## src/rtl/sram_ctrl_pkg.sv

```systemverilog
// rtl/sram_ctrl_pkg.sv - state type, size encodings and byte-count helper for sram_ctrl
package sram_ctrl_pkg;

  // Controller states; TURN is only reachable when SRAM_CTRL_TURNAROUND_EN is defined
  typedef enum logic [2:0] {
    ST_IDLE   = 3'd0,
    ST_SETUP  = 3'd1,
    ST_ACCESS = 3'd2,
    ST_HOLD   = 3'd3,
    ST_DONE   = 3'd4,
    ST_TURN   = 3'd5
  } state_t;

  // Transfer size encoding on hb_i (2'b11 behaves as a word)
  localparam logic [1:0] HB_BYTE = 2'b00;
  localparam logic [1:0] HB_HALF = 2'b01;
  localparam logic [1:0] HB_WORD = 2'b10;

  // Number of SRAM byte cycles a transfer of the given size needs
  function automatic logic [2:0] byte_count(input logic [1:0] hb);
    case (hb)
      HB_BYTE: byte_count = 3'd1;
      HB_HALF: byte_count = 3'd2;
      HB_WORD: byte_count = 3'd4;
      default: byte_count = 3'd4;
    endcase
  endfunction

endpackage

```

## src/rtl/sram_ctrl.sv

```systemverilog
// rtl/sram_ctrl.sv - byte-serial async SRAM controller; SRAM_CTRL_TURNAROUND_EN adds a bus turnaround cycle after reads
module sram_ctrl
  import sram_ctrl_pkg::*;
#(
  parameter int WAIT_CYCLES = 2,
  parameter int ADDR_W      = 19
) (
  input  logic              clk_i,
  input  logic              rst_i,
  input  logic              req_i,
  input  logic              ce_i,
  input  logic              we_i,
  input  logic [31:0]       addr_i,
  input  logic [31:0]       wdata_i,
  input  logic [1:0]        hb_i,
  input  logic              uload_i,
  output logic              gnt_o,
  output logic [31:0]       rdata_o,
  output logic [ADDR_W-1:0] mem_adr_o,
  output logic [7:0]        mem_db_o,
  output logic              mem_db_oe_o,
  input  logic [7:0]        mem_db_i,
  output logic              ram_ce_n_o,
  output logic              ram_oe_n_o,
  output logic              ram_we_n_o
);

  localparam logic [3:0] LP_WAIT_LAST = 4'(WAIT_CYCLES - 1);

  state_t              r_state;
  state_t              w_state_nxt;
  logic [3:0]          r_cnt;
  logic [3:0]          w_cnt_nxt;
  logic [1:0]          r_idx;
  logic [1:0]          w_idx_nxt;
  logic [2:0]          r_nbytes;
  logic                r_we;
  logic [ADDR_W-1:0]   r_base;
  logic [31:0]         r_wdata;
  logic [1:0]          r_hb;
  logic                r_uload;
  logic [31:0]         r_rbuf;

  logic                r_gnt;
  logic [31:0]         r_rdata;
  logic [ADDR_W-1:0]   r_adr;
  logic [7:0]          r_db;
  logic                r_db_oe;
  logic                r_ce_n;
  logic                r_oe_n;
  logic                r_we_n;

  logic                w_accept;
  logic                w_sample;
  logic                w_last;
  logic                w_we;
  logic [ADDR_W-1:0]   w_base;
  logic [31:0]         w_wdata;
  logic                w_active_nxt;
  logic                w_drive_nxt;
  logic [31:0]         w_rd_result;
  logic                w_unused_addr;

  assign w_unused_addr = ^addr_i[31:ADDR_W];

  // The byte just finished in HOLD is the last one of the transfer
  assign w_last = ({1'b0, r_idx} == (r_nbytes - 3'd1));

  // On the accepting edge the request fields are not latched yet, so use them directly
  assign w_we    = w_accept ? we_i : r_we;
  assign w_base  = w_accept ? addr_i[ADDR_W-1:0] : r_base;
  assign w_wdata = w_accept ? wdata_i : r_wdata;

  // Strobes and bus drive are registered from the next state so they align with it
  assign w_active_nxt = (w_state_nxt == ST_SETUP) || (w_state_nxt == ST_ACCESS) ||
                        (w_state_nxt == ST_HOLD);
  assign w_drive_nxt  = w_we && ((w_state_nxt == ST_ACCESS) || (w_state_nxt == ST_HOLD));

  // Next-state, wait counter and byte index sequencing
  always_comb begin
    w_state_nxt = r_state;
    w_cnt_nxt   = r_cnt;
    w_idx_nxt   = r_idx;
    w_accept    = 1'b0;
    w_sample    = 1'b0;
    case (r_state)
      ST_IDLE: begin
        if (req_i && ce_i) begin
          w_accept    = 1'b1;
          w_state_nxt = ST_SETUP;
          w_idx_nxt   = 2'd0;
        end
      end
      ST_SETUP: begin
        w_state_nxt = ST_ACCESS;
        w_cnt_nxt   = LP_WAIT_LAST;
      end
      ST_ACCESS: begin
        if (r_cnt == 4'd0) begin
          w_state_nxt = ST_HOLD;
          w_sample    = ~r_we;
        end else begin
          w_cnt_nxt = r_cnt - 4'd1;
        end
      end
      ST_HOLD: begin
        if (w_last) begin
          w_state_nxt = ST_DONE;
        end else begin
          w_idx_nxt   = r_idx + 2'd1;
          w_state_nxt = ST_SETUP;
        end
      end
      ST_DONE: begin
`ifdef SRAM_CTRL_TURNAROUND_EN
        w_state_nxt = r_we ? ST_IDLE : ST_TURN;
`else
        w_state_nxt = ST_IDLE;
`endif
      end
      default: w_state_nxt = ST_IDLE;
    endcase
  end

  // Sign- or zero-extend byte and half reads; words pass through
  always_comb begin
    w_rd_result = r_rbuf;
    case (r_hb)
      HB_BYTE: w_rd_result = r_uload ? {24'h0, r_rbuf[7:0]} : {{24{r_rbuf[7]}}, r_rbuf[7:0]};
      HB_HALF: w_rd_result = r_uload ? {16'h0, r_rbuf[15:0]} : {{16{r_rbuf[15]}}, r_rbuf[15:0]};
      default: w_rd_result = r_rbuf;
    endcase
  end

  // FSM state, request latch and read byte-lane assembly
  always_ff @(posedge clk_i) begin
    if (rst_i) begin
      r_state  <= ST_IDLE;
      r_cnt    <= 4'd0;
      r_idx    <= 2'd0;
      r_nbytes <= 3'd1;
      r_we     <= 1'b0;
      r_base   <= '0;
      r_wdata  <= 32'h0;
      r_hb     <= HB_BYTE;
      r_uload  <= 1'b0;
      r_rbuf   <= 32'h0;
    end else begin
      r_state <= w_state_nxt;
      r_cnt   <= w_cnt_nxt;
      r_idx   <= w_idx_nxt;
      if (w_accept) begin
        r_nbytes <= byte_count(hb_i);
        r_we     <= we_i;
        r_base   <= addr_i[ADDR_W-1:0];
        r_wdata  <= wdata_i;
        r_hb     <= hb_i;
        r_uload  <= uload_i;
        r_rbuf   <= 32'h0;
      end
      if (w_sample) begin
        r_rbuf[{r_idx, 3'b000} +: 8] <= mem_db_i;
      end
    end
  end

  // Registered SRAM strobes, address, write data and completion outputs
  always_ff @(posedge clk_i) begin
    if (rst_i) begin
      r_gnt   <= 1'b0;
      r_rdata <= 32'h0;
      r_adr   <= '0;
      r_db    <= 8'h0;
      r_db_oe <= 1'b0;
      r_ce_n  <= 1'b1;
      r_oe_n  <= 1'b1;
      r_we_n  <= 1'b1;
    end else begin
      r_ce_n  <= ~w_active_nxt;
      r_oe_n  <= ~((w_state_nxt == ST_ACCESS) && !w_we);
      r_we_n  <= ~((w_state_nxt == ST_ACCESS) && w_we);
      r_db_oe <= w_drive_nxt;
      r_db    <= w_drive_nxt ? w_wdata[{w_idx_nxt, 3'b000} +: 8] : 8'h0;
      if (w_active_nxt) begin
        r_adr <= w_base + ADDR_W'(w_idx_nxt);
      end
      r_gnt   <= (w_state_nxt == ST_DONE);
      r_rdata <= ((w_state_nxt == ST_DONE) && !r_we) ? w_rd_result : 32'h0;
    end
  end

  assign gnt_o       = r_gnt;
  assign rdata_o     = r_rdata;
  assign mem_adr_o   = r_adr;
  assign mem_db_o    = r_db;
  assign mem_db_oe_o = r_db_oe;
  assign ram_ce_n_o  = r_ce_n;
  assign ram_oe_n_o  = r_oe_n;
  assign ram_we_n_o  = r_we_n;

endmodule

```

## config.mk

```make
export PLATFORM = sky130hd
export DESIGN_NAME = sram_ctrl
export DESIGN_NICKNAME = d
export VERILOG_FILES = /design/src/rtl/sram_ctrl_pkg.sv /design/src/rtl/sram_ctrl.sv
export SDC_FILE = /design/constraint.sdc
export NUM_CORES = 1
export LEC_CHECK = 0
export ABC_CLOCK_PERIOD_IN_PS = 4300
export CAP_MARGIN = 20
export CORE_MARGIN = 5
export CORE_UTILIZATION = 38
export CTS_CLUSTER_DIAMETER = 50
export DETAILED_ROUTE_END_ITERATION = 10
export MAX_ROUTING_LAYER = met4
export PLACE_DENSITY_LB_ADDON = 0.15
export SLEW_MARGIN = 20
export SYNTH_ARGS = -nofsm -noshare
export SYNTH_HDL_FRONTEND = slang
export SYNTH_SLANG_ARGS = --single-unit
```

## constraint.sdc

```tcl
create_clock -name clk_i -period 4.3 [get_ports clk_i]
set_input_delay 1.29 -clock clk_i [delete_from_list [all_inputs] [get_ports clk_i]]
set_output_delay 1.29 -clock clk_i [all_outputs]
set_load 0.05 [all_outputs]
```

==> summary.txt, run 1 <==
Outcome
  – Outcome: finished, final reports clean

Logic synthesis
  – Post-synth EDFFs: 0
  – Unique masters post-synth: 61
  – Synth Register Bits: 163
  – Syn nets: 867
  – Mapped Area: 6670 um2
  – Post-Syn Instances: 777
  – Synthesis Warnings: 0
  – Top FF cell, synth: dfxtp_1
  – Mean Syn Cell Area: 8.59 um2
  – Ys async rst share: 0
  – Register area share after synthesis: 0.489
  – Largest area contributor in the netlist: dfxtp_1
  – Synth top area share: 0.489
  – Top cells by area, synth: dfxtp_1 49%, nand2_1 7.6%, a21oi_1 5.8%

Critical path
  – Reg2reg start: r_nbytes[0]
  – Startpoint Class: input pin
  – Crit end category: flip-flop
  – CP arrival: 3.78 ns
  – Worst R2R Path Depth: 14
  – Setup slack, reg-to-reg: 1.11 ns
  – CP Data Required Time: 4.59 ns
  – Reg-to-reg endpoint: mem_adr_o[16]
  – CP Max Fanout: 5
  – Worst setup path class: in -> reg

Clocking
  – Clk Latency, worst-skew pair: 0.42 ns
  – Post-CTS Setup Bufs: 0
  – TritonCTS buffer count: 17
  – Clock buffer depth: 2
  – Sink Count: 163
  – Clk pin slew, worst setup/hold paths: 0.06 ns
  – CTS tree: yes
  – Clock root buffer: clkbuf_16
  – Post-CTS Resized: 0
  – H-tree level count: 4
  – Cts hold-fix bufs: 0

Die
  – Io pins: 144
  – Die area: 20300 um2
  – Initial Util: 0.387
  – Die height: 143 um
  – Die span in x: 143 um
  – Core outline area: 17200 um2
  – # rows: 48

Cells and area
  – Final cell count without fillers: 1128
  – Commonest non-fill, non-tap cell in the layout: dfxtp_1
  – Final nets: 980
  – # diodes: 0
  – Layout cells sized above 1: 0.0808
  – Area delta synth->final: 31.7%
  – Most frequent cells in the layout: 163 x dfxtp_1, 135 x nand2_1, 129 x clkdlybuf4s50_1

Global routing
  – First-pass GRT wire length: 27700 um
  – Total GRT Usage: 0.173
  – Gr ovfl total: 0
  – Initial antenna violation count: 0
  – Vias in the first global route: 5440
  – Largest net degree at the start of global routing: 48

Routing
  – Vias per cell: 4.92
  – Number of DRC markers in iteration 0: 287
  – Drt total wl: 16800 um
  – DR pass1 iterations: 5
  – Via Count: 5555
  – Number of routed nets with antenna violations: 0
  – Drt drc: 0
  – Drt wl/cell: 14.9 um

Power
  – P_sw: 0.985 mW
  – Int Pwr: 2.81 mW
  – Comb power frac: 0.140
  – Pleak: 3.19 nW
  – Peak supply drop: 0.000324 V
  – Sw frac: 0.260
  – Cell Pwr Density: 432 nW/um2
  – Clk pwr share: 0.430
  – Sequential share of power: 0.430

Min path
  – Hold path cells: 2
  – Hold Crit Start: mem_adr_o[0]
  – Worst hold endpoint: mem_adr_o[0]
  – Worst Hold Class: reg -> reg

Run
  – Max cap viols: 0

Timing
  – Final period util: 0.813
  – Final WS setup: 0.802 ns
  – Hold Fails Final Rpt: 0
  – Setup violators final: 0
  – Slew HR: 0.436
  – Setup TNS Final: 0 ns
  – Fmax: 286 MHz
  – Minimum clock period: 3.50 ns
  – Skew final: 0.00704 ns
  – Final slew viol count: 0
  – Slew @ Worst Pin: 0.846 ns
  – RSZ-0062 raised after global routing: no

Placed design
  – Placer Congestion: 0.835
  – Placed instance count: 1096
  – # port buffers: 130
  – Pre-CTS setup slack: 0.362 ns
  – Post-DP HPWL: 11800 um
## per-stage QoR
step                area (um2)  hold slack (ns)  power, mW   util
finish                    8790            0.453       3.80  0.510
global route              8790            0.476       3.97  0.510
CTS                       8790            0.452       3.84  0.510
detailed placement        8150            0.444       2.20  0.473
global placement          8150            0.440       2.20  0.473
floorplan                 6670            0.429       2.01      -
## layer usage
layer | GRT usage | wire length, um | vias to the layer above
met3 | 0.0447 | 808 | 19
li1 | - | - | 2873
met5 | - | 0 | -
met1 | 0.228 | 8090 | 2537
met4 | 0.0480 | 284 | 0
met2 | 0.264 | 7660 | 126
## layout make-up
cell class              count  area [um2]
multi-input cells         550        3140
repair buffers            145        1410
well taps                 225         282
clock buffers              21         470
inverters                  13        48.8
clock inverters            11         175
flip-flops and latches    163        3260
fillers                  1715        8450
## critical path, stage by stage
cell,delay (ns)
clkdlybuf4s50_1,0.45
and4bb_4,0.32
and2_2,0.25
nand2_1,0.09
nand2_1,0.06
ha_1,0.21
ha_1,0.21
a221oi_4,0.05
or3_4,0.39
or3_1,0.31
nand3_1,0.08
a21oi_1,0.06
## synthesized netlist by cell type, types with 2 or more instances
library cell	count
a211oi_1	6
a211oi_2	4
a21oi_1	78
a21oi_2	2
a22oi_1	25
a31oi_1	16
and2_1	10
and3_1	9
buf_1	4
buf_2	18
buf_4	3
clkbuf_1	25
dfxtp_1	163
ha_1	10
inv_1	12
mux2i_1	21
nand2_1	135
nand3_1	31
nand3b_1	3
nor2_1	93
nor2b_1	2
nor3_1	22
o21ai_0	11
o21ai_1	6
o21bai_1	3
or2_1	7
or3_1	3
xnor2_1	16
xor2_1	7
## worst max path at each step
stage                     cells after the start             to  slack, ns   from
after floorplan                              15  mem_adr_o[16]       0.33  req_i
after global placement                       12  mem_adr_o[16]       0.38  req_i
after detailed placement                     12  mem_adr_o[16]       0.36  req_i
after CTS                                    12  mem_adr_o[16]       0.81  req_i
after global routing                         12  mem_adr_o[14]       0.64  req_i
final                                        12  mem_adr_o[16]       0.80  req_i
## flip-flops by register name, summed over array words and instances, names as in the netlist
name / count
r_we: 1
r_nbytes: 3
r_state: 3
r_uload: 1
mem_db_o: 8
r_idx: 2
r_cnt: 4
ram_we_n_o: 1
r_rbuf: 32
mem_adr_o: 19
r_base: 19
ram_ce_n_o: 1
ram_oe_n_o: 1
rdata_o: 32
r_hb: 2
r_wdata: 32
mem_db_oe_o: 1
gnt_o: 1
## cells by family (layout without fill, tap and decap cells)
family                     count (synthesis)  after routing  synth area share
muxes                                     23             23            0.0354
and+or+nand+nor                          328            328             0.221
adders and majority gates                 10             10            0.0187
buffers and inverters                     64            190            0.0422
DFF                                      163            163             0.489
xor gates and xnor gates                  23             23            0.0302
AOI/OAI and AO/OA                        166            166             0.163
## power by group through the flow
stage                     Sequential, mW  Clock, mW  Combinational, mW
final                               1.63       1.63              0.531
after global routing                1.64       1.74              0.586
after CTS                           1.63       1.67              0.538
after detailed placement            1.66          0              0.535
after global placement              1.66          0              0.533
after floorplan                     1.72          0              0.291
No activity file was read; power rests on OpenSTA's default activity.
==> run 2, diff against run 1 <==
--- a/config.mk
+++ b/config.mk
@@ -5,7 +5,7 @@
 export SDC_FILE = /design/constraint.sdc
 export NUM_CORES = 1
 export LEC_CHECK = 0
-export ABC_CLOCK_PERIOD_IN_PS = 4300
+export ABC_CLOCK_PERIOD_IN_PS = 2900
 export CAP_MARGIN = 20
 export CORE_MARGIN = 5
 export CORE_UTILIZATION = 38
==> constraint.sdc (replaced) <==
create_clock -name clk_i -period 2.9 [get_ports clk_i]
set_input_delay 0.87 -clock clk_i [delete_from_list [all_inputs] [get_ports clk_i]]
set_output_delay 0.87 -clock clk_i [all_outputs]
set_load 0.05 [all_outputs]
==> summary.txt, run 2 (synthesis gave the netlist of run 1 again) <==
Power
  – Power, Total: 5.51 mW
  – Peak supply drop: 0.000426 V
  – Cell Pwr Density: 592 nW/um2
  – Pleak: 3.48 nW

Critical path
  – Worst setup path class: reg -> reg
  – Crit end category: flip-flop
  – CP arrival: 3.08 ns
  – CP Max Fanout: 4
  – CP Data Required Time: 3.19 ns
  – Startpoint Class: flip-flop

Placed design
  – Placed instance count: 1144
  – # port buffers: 130
  – Placer Congestion: 0.826
  – Placed inst area: 8600 um2
  – Post-DP HPWL: 11800 um

Die
  – Die height: 143 um
  – Die span in x: 143 um
  – Io pins: 144
  – Core outline area: 17200 um2
  – Initial Util: 0.387
  – Die area: 20300 um2
  – # rows: 48

Cells and area
  – Layout cells sized above 1: 0.147
  – Most frequent cells in the layout: 161 x dfxtp_1, 132 x nand2_1, 127 x clkdlybuf4s50_1
  – Multi-input gate area in the final layout: 3270 um2
  – Commonest non-fill, non-tap cell in the layout: dfxtp_1
  – # diodes: 0
  – Final nets: 1033
  – Final cell count without fillers: 1181
  – Post-Layout Inst Area: 9310 um2
  – # fillers: 1628
  – Register area: 3270 um2
  – Area delta synth->final: 39.5%

Clocking
  – CTS tree: yes
  – H-tree level count: 4
  – Clock root buffer: clkbuf_16
  – Clk pin slew, worst setup/hold paths: 0.06 ns
  – Cts hold-fix bufs: 0
  – Clock buffer depth: 2
  – Clk Latency, worst-skew pair: 0.43 ns
  – TritonCTS buffer count: 17
  – Sink Count: 163

Timing
  – Minimum clock period: 2.79 ns
  – Hold slack: 0.442 ns
  – Slew HR: 0.407
  – Final period util: 0.963
  – Skew final: 0.0119 ns
  – Hold Fails Final Rpt: 0
  – Fmax: 358 MHz
  – Final slew viol count: 0
  – Slew @ Worst Pin: 0.888 ns
  – Setup violators final: 0

Global routing
  – Initial antenna violation count: 0
  – Total GRT Usage: 0.180
  – Vias in the first global route: 5630
  – Largest net degree at the start of global routing: 117
  – Gr ovfl total: 0
  – First-pass GRT wire length: 28500 um

Run
  – Max cap viols: 0

Routing
  – Drt drc: 0
  – Drt total wl: 17400 um
  – Number of DRC markers in iteration 0: 266
  – Number of routed nets with antenna violations: 0
  – Drt wl/cell: 14.7 um
  – Vias per cell: 4.92
  – Via Count: 5815
  – DR pass1 iterations: 4

Outcome
  – Outcome: finished, final reports clean

Min path
  – Worst Hold Class: reg -> reg
run 2: cell types whose count changed in the layout (fill, tap and decap cells not counted), sizes merged:
cell           previous run  this run
buf                      16        69
bufinv                    4         1
clkbuf                   21        22
clkdlybuf4s50           129       127
clkinv                    2         6
clkinvlp                  4         2
dlymetal6s2s              0         2
run 2: final cells by class:
cell class | count | share of cell area
Clock inverter | 10 | 0.0106
Tap cell | 225 | 0.0302
Multi-Input combinational cell | 550 | 0.351
Clock buffer | 22 | 0.0520
Inverter | 13 | 0.00524
Timing Repair Buffer | 198 | 0.200
Sequential cell | 163 | 0.351
run 2: worst paths after layout:
path | end | depth (start not counted) | startpoint | slack (ns)
worst max register to register | mem_adr_o[16] | 13 | r_nbytes[1] | 0.11
worst min-delay path | mem_adr_o[17] | 2 | mem_adr_o[17] | 0.44
worst max-delay path | mem_adr_o[16] | 13 | r_nbytes[1] | 0.11
worst min register to register | mem_adr_o[17] | 2 | mem_adr_o[17] | 0.44
run 2: where the power goes:
part,switching [mW],total (mW),internal [mW],leakage [nW]
sequential,0.0670,2.41,2.35,1.32
combinational,0.514,0.903,0.388,1.87
clock,0.921,2.20,1.28,0.283
run 2: stage by stage:
step                      setup WS (ns)   util   TNS, ns
after floorplan                  -0.237      -     -1.07
after global placement           -0.531  0.499     -9.94
after detailed placement         -0.555  0.499    -10.31
after CTS                       0.00837  0.535         0
after global routing           -0.00106  0.540  -0.00106
final                             0.108  0.540         0
run 2: timing repair:
| action | 4_1_cts | 5_1_grt |
|---|---|---|
| gates resized for setup | 5 | 15 |
| setup buffers | 1 | 4 |
| endpoints found under the setup margin | 6 | 17 |
| pin swaps | 3 | 15 |
run 2: worst max-delay path, cell delays in order, from the launching register on:
cell	delay, ns
dfxtp_2	0.33
inv_2	0.04
ha_4	0.25
xnor2_4	0.14
o31ai_4	0.30
buf_4	0.17
a31o_4	0.17
xnor2_4	0.13
ha_4	0.16
a221oi_4	0.03
or3_4	0.43
or3_4	0.38
nand3_2	0.06
a21oi_1	0.05
run 2: layer usage:
| layer | up-vias | track usage | routed length, um |
|---|---|---|---|
| met5 | - | - | 0 |
| met4 | 0 | 0.0530 | 201 |
| met3 | 14 | 0.0407 | 835 |
| met2 | 133 | 0.279 | 8320 |
| met1 | 2677 | 0.234 | 8040 |
| li1 | 2991 | - | - |
==> run 3, diff against run 2 <==
--- a/config.mk
+++ b/config.mk
@@ -9,7 +9,6 @@
 export CAP_MARGIN = 20
 export CORE_MARGIN = 5
 export CORE_UTILIZATION = 38
-export CTS_CLUSTER_DIAMETER = 50
 export DETAILED_ROUTE_END_ITERATION = 10
 export MAX_ROUTING_LAYER = met4
 export PLACE_DENSITY_LB_ADDON = 0.15
==> results of run 3 <==
No change in the layout: final DEF, timing and power equal those of run 2.
